--- src/rtl/cam_init_pkg.sv ---
// Shared state encoding, slave register map and table markers for camera_init_seq.
// Readback states are present only when CAM_INIT_READBACK_EN is defined.
package cam_init_pkg;

  localparam logic [11:0] REG_WDATA = 12'h000;
  localparam logic [11:0] REG_RDATA = 12'h004;
  localparam logic [11:0] REG_ADDR  = 12'h008;
  localparam logic [11:0] REG_CNTR  = 12'h00C;

  localparam logic [31:0] CNTR_WR_GO = 32'h1;
  localparam logic [31:0] CNTR_RD_GO = 32'h4;

  localparam logic [15:0] TBL_END   = 16'hFFFF;
  localparam logic [15:0] TBL_DELAY = 16'hFFFE;

  typedef enum logic [3:0] {
    S_IDLE,
    S_FETCH,
    S_WR_ADDR,
    S_WR_DATA,
    S_WR_CTRL,
    S_POLL,
`ifdef CAM_INIT_READBACK_EN
    S_RB_CTRL,
    S_RB_POLL,
    S_RB_READ,
`endif
    S_DELAY,
    S_NEXT,
    S_DONE,
    S_ERROR
  } state_e;

  typedef enum logic [1:0] {
    PH_SETUP,
    PH_ACCESS,
    PH_SAMPLE
  } phase_e;

endpackage

--- src/rtl/camera_init_rom.sv ---
// Registered init table for camera_init_seq, one {addr[15:0], data[7:0]} per index.
// Contents are shared by builds with and without CAM_INIT_READBACK_EN.
module camera_init_rom
  import cam_init_pkg::*;
#(
  parameter int TABLE_DEPTH = 256
) (
  input  logic                           CLK_SYS,
  input  logic                           RESET,
  input  logic [$clog2(TABLE_DEPTH)-1:0] idx,
  output logic [23:0]                    entry
);

  logic [23:0] entry_d;
  logic [23:0] entry_q;

  always_comb begin
    entry_d = {TBL_END, 8'h00};
    case (32'(idx))
      32'd0:   entry_d = {16'h3008, 8'h82};
      32'd1:   entry_d = {TBL_DELAY, 8'h02};
      32'd2:   entry_d = {16'h3103, 8'h11};
      32'd3:   entry_d = {TBL_DELAY, 8'h00};
      32'd4:   entry_d = {16'h3034, 8'h1A};
      32'd5:   entry_d = {TBL_END, 8'h00};
      default: ;
    endcase
  end

  always_ff @(posedge CLK_SYS or posedge RESET) begin
    if (RESET) entry_q <= '0;
    else       entry_q <= entry_d;
  end

  assign entry = entry_q;

endmodule

--- src/rtl/camera_init_seq.sv ---
// APB master that walks the init table and programs the camera_ini slave.
// Define CAM_INIT_READBACK_EN to verify each write through the rdata register.
module camera_init_seq
  import cam_init_pkg::*;
#(
  parameter int TABLE_DEPTH = 256,
  parameter int DELAY_UNIT  = 50000,
  parameter int POLL_LIMIT  = 4095
) (
  input  logic                           CLK_SYS,
  input  logic                           RESET,
  input  logic                           start,
  output logic                           PCLKEN,
  output logic                           PSEL,
  output logic                           PENABLE,
  output logic                           PWRITE,
  output logic [11:0]                    PADDR,
  output logic [31:0]                    PWDATA,
  input  logic [31:0]                    PRDATA,
  output logic                           busy,
  output logic                           done,
  output logic                           error,
  output logic [$clog2(TABLE_DEPTH)-1:0] err_index
);

  localparam int IW = $clog2(TABLE_DEPTH);
  localparam int PW = $clog2(POLL_LIMIT + 1);
  localparam int DW = $clog2(255 * DELAY_UNIT + 1);

`ifdef CAM_INIT_READBACK_EN
  localparam state_e WR_OK = S_RB_CTRL;
`else
  localparam state_e WR_OK = S_NEXT;
`endif

  state_e        state_q, state_d;
  phase_e        ph_q, ph_d;
  logic [IW-1:0] idx_q, idx_d;
  logic [IW-1:0] err_idx_q, err_idx_d;
  logic [PW-1:0] poll_q, poll_d;
  logic [DW-1:0] dly_q, dly_d;

  logic          xfer;
  logic          wr;
  state_e        after;
  logic [11:0]   addr;
  logic [31:0]   wdata;
  logic [23:0]   ent;
  logic [15:0]   ent_addr;
  logic [7:0]    ent_data;
  logic          unused_prdata;

  assign ent_addr      = ent[23:8];
  assign ent_data      = ent[7:0];
  assign unused_prdata = ^PRDATA;

  // Fed with the next index so the entry is valid in the FETCH cycle.
  camera_init_rom #(
    .TABLE_DEPTH(TABLE_DEPTH)
  ) u_rom (
    .CLK_SYS(CLK_SYS),
    .RESET  (RESET),
    .idx    (idx_d),
    .entry  (ent)
  );

  always_comb begin
    state_d   = state_q;
    ph_d      = ph_q;
    idx_d     = idx_q;
    err_idx_d = err_idx_q;
    poll_d    = poll_q;
    dly_d     = dly_q;
    xfer      = 1'b0;
    wr        = 1'b0;
    after     = state_q;
    addr      = 12'h000;
    wdata     = 32'h0;

    unique case (state_q)
      S_IDLE, S_DONE, S_ERROR: begin
        if (start) begin
          state_d   = S_FETCH;
          idx_d     = '0;
          err_idx_d = '0;
        end
      end
      S_FETCH: begin
        if (ent_addr == TBL_END) begin
          state_d = S_DONE;
        end else if (ent_addr == TBL_DELAY) begin
          dly_d   = DW'(ent_data) * DW'(DELAY_UNIT);
          state_d = (ent_data == 8'h00) ? S_NEXT : S_DELAY;
        end else begin
          state_d = S_WR_ADDR;
        end
      end
      S_WR_ADDR: begin
        xfer  = 1'b1;
        wr    = 1'b1;
        addr  = REG_ADDR;
        wdata = {16'h0, ent_addr};
        after = S_WR_DATA;
      end
      S_WR_DATA: begin
        xfer  = 1'b1;
        wr    = 1'b1;
        addr  = REG_WDATA;
        wdata = {24'h0, ent_data};
        after = S_WR_CTRL;
      end
      S_WR_CTRL: begin
        xfer   = 1'b1;
        wr     = 1'b1;
        addr   = REG_CNTR;
        wdata  = CNTR_WR_GO;
        after  = S_POLL;
        poll_d = '0;
      end
      S_POLL: begin
        xfer = 1'b1;
        addr = REG_CNTR;
        if (ph_q == PH_SAMPLE) begin
          if (!PRDATA[0] && PRDATA[1]) begin
            state_d = WR_OK;
            poll_d  = '0;
          end else if (poll_q == PW'(POLL_LIMIT - 1)) begin
            state_d   = S_ERROR;
            err_idx_d = idx_q;
          end else begin
            poll_d = poll_q + 1'b1;
          end
        end
      end
`ifdef CAM_INIT_READBACK_EN
      S_RB_CTRL: begin
        xfer  = 1'b1;
        wr    = 1'b1;
        addr  = REG_CNTR;
        wdata = CNTR_RD_GO;
        after = S_RB_POLL;
      end
      S_RB_POLL: begin
        xfer = 1'b1;
        addr = REG_CNTR;
        if (ph_q == PH_SAMPLE) begin
          if (!PRDATA[2]) begin
            state_d = S_RB_READ;
            poll_d  = '0;
          end else if (poll_q == PW'(POLL_LIMIT - 1)) begin
            state_d   = S_ERROR;
            err_idx_d = idx_q;
          end else begin
            poll_d = poll_q + 1'b1;
          end
        end
      end
      S_RB_READ: begin
        xfer = 1'b1;
        addr = REG_RDATA;
        if (ph_q == PH_SAMPLE) begin
          if (PRDATA[7:0] == ent_data) begin
            state_d = S_NEXT;
          end else begin
            state_d   = S_ERROR;
            err_idx_d = idx_q;
          end
        end
      end
`endif
      S_DELAY: begin
        if (dly_q <= DW'(1)) begin
          dly_d   = '0;
          state_d = S_NEXT;
        end else begin
          dly_d = dly_q - 1'b1;
        end
      end
      S_NEXT: begin
        if (idx_q == IW'(TABLE_DEPTH - 1)) begin
          state_d = S_DONE;
        end else begin
          idx_d   = idx_q + 1'b1;
          state_d = S_FETCH;
        end
      end
      default: state_d = S_IDLE;
    endcase

    // Writes finish on access; reads get one more cycle to sample PRDATA.
    if (xfer) begin
      unique case (ph_q)
        PH_SETUP:  ph_d = PH_ACCESS;
        PH_ACCESS: ph_d = wr ? PH_SETUP : PH_SAMPLE;
        default:   ph_d = PH_SETUP;
      endcase
      if (wr && ph_q == PH_ACCESS) state_d = after;
    end
  end

  always_ff @(posedge CLK_SYS or posedge RESET) begin
    if (RESET) begin
      state_q   <= S_IDLE;
      ph_q      <= PH_SETUP;
      idx_q     <= '0;
      err_idx_q <= '0;
      poll_q    <= '0;
      dly_q     <= '0;
    end else begin
      state_q   <= state_d;
      ph_q      <= ph_d;
      idx_q     <= idx_d;
      err_idx_q <= err_idx_d;
      poll_q    <= poll_d;
      dly_q     <= dly_d;
    end
  end

  assign PSEL      = xfer && (ph_q != PH_SAMPLE);
  assign PENABLE   = xfer && (ph_q == PH_ACCESS);
  assign PCLKEN    = PSEL;
  assign PWRITE    = PSEL && wr;
  assign PADDR     = PSEL ? addr : 12'h000;
  assign PWDATA    = (PSEL && wr) ? wdata : 32'h0;

  assign busy      = !(state_q inside {S_IDLE, S_DONE, S_ERROR});
  assign done      = (state_q == S_DONE);
  assign error     = (state_q == S_ERROR);
  assign err_index = err_idx_q;

endmodule

--- config.mk ---
export PLATFORM = sky130hd
export DESIGN_NAME = camera_init_seq
export DESIGN_NICKNAME = d
export VERILOG_FILES = /design/src/rtl/cam_init_pkg.sv /design/src/rtl/camera_init_rom.sv /design/src/rtl/camera_init_seq.sv
export SDC_FILE = /design/constraint.sdc
export NUM_CORES = 1
export LEC_CHECK = 0
export ABC_CLOCK_PERIOD_IN_PS = 4000
export CAP_MARGIN = 15
export CORE_MARGIN = 2
export CORE_UTILIZATION = 25
export CTS_BUF_LIST = sky130_fd_sc_hd__clkbuf_2
export DETAILED_ROUTE_END_ITERATION = 10
export PLACE_DENSITY = 0.41
export SLEW_MARGIN = 20
export SYNTH_ARGS = -nofsm -noshare
export SYNTH_HDL_FRONTEND = slang
export SYNTH_SLANG_ARGS = --single-unit
--- constraint.sdc ---
create_clock -name CLK_SYS -period 4 [get_ports CLK_SYS]
set_input_delay 0.8 -clock CLK_SYS [delete_from_list [all_inputs] [get_ports CLK_SYS]]
set_output_delay 0.8 -clock CLK_SYS [all_outputs]
set_load 0.005 [all_outputs]
==> impl_metrics.ini, run 1 <==
[floorplanning]
die_h_um = 148
io_pins = 94
start_util = 0.255
die_area_um2 = 21900
rows = 52
core_area_um2 = 20300
die_x_um = 148

[pwr]
power_uw = 3820
switchingPower_uw = 1840
swShare = 0.483
seq_power_share = 0.296
power_leakage_uw = 0.00253
combPwrFrac = 0.577
p_int_uw = 1970
p_clk_frac = 0.127
power_density_nw_per_um2 = 654
irDropWorstVdd_uv = 189

[critical_path]
cp_max_fo = 13
startpoint_type = flip-flop
r2r_slack_ns = 0.53
crit_path_start = state_q[1]
r2r_cells = 13
endpoint = PWDATA[14]
reg2reg_from = u_rom.entry[0]
critPathKind = flip-flop to primary output
end_kind = primary output
crit_arrival_ns = 2.97
worstPathRequired_ns = 3.20
r2r_end = dly_q[17]

[yosys]
synth_area_leaders = dfrtp_1 (33%), ha_1 (9.4%), o21ai_0 (4.9%)
yosys_warnings = 0
syn_avg_cell_area_um2 = 8.49
synth_fa_ha_area_frac = 0.110
synthArstFlopShare = 1.00
synth_top_family_by_area = simple AND/OR/NAND/NOR gates
synth_edf_count = 0
synth.top_cell.area_share = 0.334
ys_ff_latch = 69
synth_compound_area_frac = 0.192
synth_area_um2 = 5170
synth-simple-area-share = 0.212
synth_cell_type_count = 70
synthXorXnorAreaFrac = 0.0271
synth_ff_type = dfrtp_1
muxShareOfSynthArea = 0.0266
syn_inst = 609
ys_seq_area_frac = 0.334
synth_top_area_cell = dfrtp_1

[sta]
post-route-period-util = 0.942
finalClockSkew_ns = 0.0268
slew_viol_final = 0
hold_viol = 0
period_needed_ns = 3.77
whs_ns = 0.504
fin_setup_tns_ns = 0
fmax_mhz = 266
rsz0062_at_grt = false
relSlewSlack = 0.392
setup_ws_ns = 0.234
tightest_slew_ns = 0.905
setup_viol = 0

[outcome]
outcome = complete, no violations

[cts]
cts_sinks = 69
cts_max_level = 3
root_buffer = clkbuf_2
postCtsHoldBufs = 0
cts_tree = done
post_cts_buffers = 0
numCtsBuffers = 9
insertion_delay_ns = 0.61
path_clk_slew_ns = 0.25
cts_buffer_depth = 2
cts_resized = 0

[cells_and_area]
drive_gt1_frac = 0.0622
final_cells = 913
syn2layout_area_growth_pct = 12.8
multiInputGateArea_um2 = 3040
layout.nets = 716
fillers = 2217
antenna_cells = 0
register_area_um2 = 1730

[place]
pre_cts_slack_ns = 0.581
place.port_buffers = 37
place_hpwl_um = 10300
gp_congestion = 0.787
place_inst = 897

[detailed_routing]
drc = 0
dr_total_vias = 4376
drt-initial-drc-count = 266
avgViaCountPerCell = 4.79
wl_um = 13900
dr.pass1.iters = 4
postRouteAntennaNets = 0
wl_per_cell_um = 15.2

[global_routing]
grt_use_total = 0.132
grt_pass1_wl_um = 23000
grt_pass1_vias = 4363
antenna_found_initial = 0
grt_start_max_net_pins = 28
grt_overflow = 0

[min_path]
min_path_type = flip-flop to flip-flop
hold_path_depth = 1

[flow_run]
cap_viol_max_count = 0
through the flow:
stage          instance area (um^2)   util
6_report                       5830  0.287
5_1_grt                        5830  0.287
4_1_cts                        5830  0.287
3_5_place_dp                   5700  0.281
3_3_place_gp                   5700  0.281
2_1_floorplan                  5270      -
cells in the final DEF, fill, tap and decap left out, types with 27 or more instances in the layout:
master           synthesis  routed
dfrtp_1                 69      69
nor2_1                  55      54
o21ai_0                 51      51
nand2_1                 46      46
inv_1                   40      39
ha_1                    39      39
clkdlybuf4s50_1          0      37
a21oi_1                 28      28
nand3_1                 28      28
conb_1                   2      27
synthesized netlist by cell type, types with 5 or more instances:
cell type / count
a211oi_1: 10
a21o_1: 6
a21oi_1: 28
and2_1: 7
and3_1: 5
buf_4: 34
clkbuf_1: 12
dfrtp_1: 69
ha_1: 39
inv_1: 40
mux2i_1: 10
nand2_1: 46
nand2b_1: 9
nand3_1: 28
nor2_1: 55
nor2b_1: 6
nor3_1: 21
nor4_1: 8
o211ai_1: 6
o21ai_0: 51
o22ai_1: 7
o31ai_1: 5
or3_1: 7
xnor2_1: 14
critical path, stage by stage (launching register included):
cell             delay, ns
dfrtp_1               0.65
inv_1                 0.24
nor2_1                0.28
nand2_1               0.23
nor2_1                0.18
and2_1                0.24
clkdlybuf4s50_1       0.54
routing by layer:
layer  track usage  vias up  wire [um]
met1         0.170     2109       6440
met5             0        -          0
met2         0.223       67       6770
met3        0.0299       13        463
li1              -     2187          -
met4        0.0329        0        170
flip-flops by register name, indices dropped and copies added (netlist names):
name	cells
dly_q	24
state_q	4
u_rom.entry	11
ph_q	2
err_index	8
poll_q	12
idx_q	8
how the worst min path moves through the flow:
stage                     endpoint  slack, ns        from
floorplan               poll_q[11]       0.44  poll_q[11]
global placement         dly_q[23]       0.47   dly_q[23]
detailed placement      poll_q[11]       0.47  poll_q[11]
CTS                   err_index[5]       0.47       RESET
global route        u_rom.entry[7]       0.50       RESET
finish                  poll_q[11]       0.50  poll_q[11]
power groups by stage:
stage | logic (uW) | clock network [uW] | registers (uW)
2_1_floorplan | 1600 | 0 | 1050
3_3_place_gp | 2220 | 0 | 1140
3_5_place_dp | 2230 | 0 | 1140
4_1_cts | 2240 | 511 | 1130
5_1_grt | 2500 | 534 | 1170
6_report | 2200 | 484 | 1130
final cells by class:
class,instances,share of cell area
inverters,40,0.0257
well taps,270,0.0579
multi-input cells,471,0.521
repair buffers,47,0.0764
clock buffers,9,0.00772
flip-flops and latches,69,0.296
clock inverters,7,0.0148
cell families (layout without fill, tap and decap cells):
family                     after synthesis  after routing
AOI/OAI and AO/OA                      156            156
xor gates and xnor gates                16             16
adders and majority gates               43             43
buffers and inverters                   94            103
DFF                                     69             69
muxes                                   13             13
other                                    2             27
and+or+nand+nor                        216            216
Power figures use the tool's default switching activity.
==> run 2, diff against run 1 <==
--- a/config.mk
+++ b/config.mk
@@ -16,3 +16,4 @@
 export SYNTH_ARGS = -nofsm -noshare
 export SYNTH_HDL_FRONTEND = slang
 export SYNTH_SLANG_ARGS = --single-unit
+export TNS_END_PERCENT = 5
==> results of run 2 <==
Same layout as run 1: the final DEF is identical, and so are final timing and power.
==> run 3, diff against run 2 <==
--- a/config.mk
+++ b/config.mk
@@ -8,10 +8,10 @@
 export ABC_CLOCK_PERIOD_IN_PS = 4000
 export CAP_MARGIN = 15
 export CORE_MARGIN = 2
-export CORE_UTILIZATION = 25
+export CORE_UTILIZATION = 45
 export CTS_BUF_LIST = sky130_fd_sc_hd__clkbuf_2
 export DETAILED_ROUTE_END_ITERATION = 10
-export PLACE_DENSITY = 0.41
+export PLACE_DENSITY = 0.67
 export SLEW_MARGIN = 20
 export SYNTH_ARGS = -nofsm -noshare
 export SYNTH_HDL_FRONTEND = slang
==> impl_metrics.ini, run 3 (synthesis gave the netlist of run 1 again) <==
[pwr]
combPwrFrac = 0.560
power_uw = 3780
p_int_uw = 2010
switchingPower_uw = 1760
power_leakage_uw = 0.00251
seq_power_share = 0.305
irDropWorstVdd_uv = 311
swShare = 0.466
p_clk_frac = 0.134
power_density_nw_per_um2 = 667

[global_routing]
grt_use_total = 0.195
grt_util_met2 = 0.324
grt_pass1_vias = 4181
gr-usage-met1 = 0.254
grt_overflow = 0
grt_pass1_wl_um = 20000
antenna_found_initial = 0
grt.busiest_layer = met2
use_met3 = 0.0443
grt_start_max_net_pins = 49

[min_path]
hold_path_depth = 1
min_path_type = flip-flop to flip-flop
hold_path_end = poll_q[11]
hp-start = poll_q[11]

[detailed_routing]
wl_um = 11900
drt-initial-drc-count = 216
postRouteAntennaNets = 0
dr.pass1.iters = 5
drc = 0
wl_per_cell_um = 15.2
avgViaCountPerCell = 5.60
dr_total_vias = 4381

[critical_path]
slowest_stage = dfrtp_1
reg2reg_from = u_rom.entry[0]
crit_chain = inv_1 -> nor2_1 -> nand2_1 -> nor2_1 -> and2_1 -> clkdlybuf4s50_1
path_buf_inv = 2
critPathTopFamily = simple AND/OR/NAND/NOR gates
r2r_slack_ns = 0.50
startpoint_type = flip-flop
critPathKind = flip-flop to primary output
r2r_end = dly_q[17]
critPathMaxStageDelay_ns = 0.62
cp_max_fo = 13
r2r_cells = 13
worstPathRequired_ns = 3.20
end_kind = primary output
crit_arrival_ns = 2.84
crit_top_cell = nor2_1

[sta]
relSlewSlack = 0.250
setup_ws_ns = 0.361
period_needed_ns = 3.64
hold_viol = 0
rsz0062_at_grt = false
finalClockSkew_ns = 0.0451
slew_viol_final = 0
fin_setup_tns_ns = 0
fmax_mhz = 275
tightest_slew_ns = 1.12
post-route-period-util = 0.910
setup_viol = 0

[cts]
postCtsHoldBufs = 0
numCtsBuffers = 9
cts_sinks = 69
cts_tree = done
cts_buffer_depth = 2
path_clk_slew_ns = 0.22
cts_max_level = 3
cts_resized = 0
insertion_delay_ns = 0.56
root_buffer = clkbuf_2
post_cts_buffers = 0

[cells_and_area]
register_area_um2 = 1730
design_area_um2 = 5660
largest_reg_flops = 24
layout_commonest_cell = dfrtp_1
fillers = 1098
multiInputGateArea_um2 = 3040
drive_gt1_frac = 0.0548
final_cells = 783
layout.nets = 712
syn2layout_area_growth_pct = 9.51
regMostFlops = dly_q
final_cell_mix = dfrtp_1 (69), nor2_1 (55), o21ai_0 (51), nand2_1 (46)

[flow_run]
cap_viol_max_count = 0

[place]
pre_cts_slack_ns = 0.561
place_hpwl_um = 8800
place_inst = 766
gp_congestion = 0.872
place.port_buffers = 37
placed_cell_area_um2 = 5510

[floorplanning]
io_pins = 94
die_h_um = 111
core_area_um2 = 11300
die_area_um2 = 12400
start_util = 0.457
rows = 39
die_x_um = 111

[outcome]
outcome = complete, no violations
[run 3: power groups by stage]
stage	combinational, uW	sequential, uW	clock, uW
final	2120	1150	507
after detailed placement	2110	1160	0
after floorplan	1600	1050	0
after CTS	2120	1150	522
after global placement	2060	1150	0
after global routing	2380	1190	547
[run 3: worst register-to-register path: stages (launching register included)]
cell       delay, ns
dfrtp_1         0.43
inv_1           0.16
ha_1            0.28
ha_1            0.29
ha_1            0.29
ha_1            0.19
inv_1           0.06
fa_1            0.38
nor2b_1         0.21
o21ai_0         0.21
a2111oi_0       0.46
nor3_1          0.10
or3_1           0.32
o211ai_1        0.08
[run 3: metrics by stage]
stage	utilization	hold WS, ns
6_report	0.500	0.516
5_1_grt	0.500	0.531
4_1_cts	0.500	0.510
3_5_place_dp	0.487	0.485
3_3_place_gp	0.487	0.459
2_1_floorplan	-	0.444
[run 3: routing by layer]
metal,vias to the layer above,part of all wire
met3,18,0.045
met2,96,0.49
met1,2084,0.45
met4,0,0.019
li1,2183,-
met5,-,0
[run 3: area by class of cell]
| type | instances | area share |
|---|---|---|
| inverter | 40 | 0.0267 |
| clock buffer | 9 | 0.00795 |
| multi-input combinational | 471 | 0.536 |
| sequential | 69 | 0.305 |
| tap | 143 | 0.0316 |
| timing repair buffer | 43 | 0.0734 |
| clock inverter | 7 | 0.0186 |
| antenna | 1 | 0.000442 |
[run 3: worst max path at each step]
stage | from | end | cells after the start
2_1_floorplan | u_rom.entry[0] | dly_q[17] | 13
3_3_place_gp | u_rom.entry[0] | dly_q[17] | 13
3_5_place_dp | u_rom.entry[0] | dly_q[17] | 13
4_1_cts | state_q[1] | PWDATA[6] | 6
5_1_grt | state_q[1] | PWDATA[11] | 6
6_report | state_q[1] | PWDATA[6] | 6
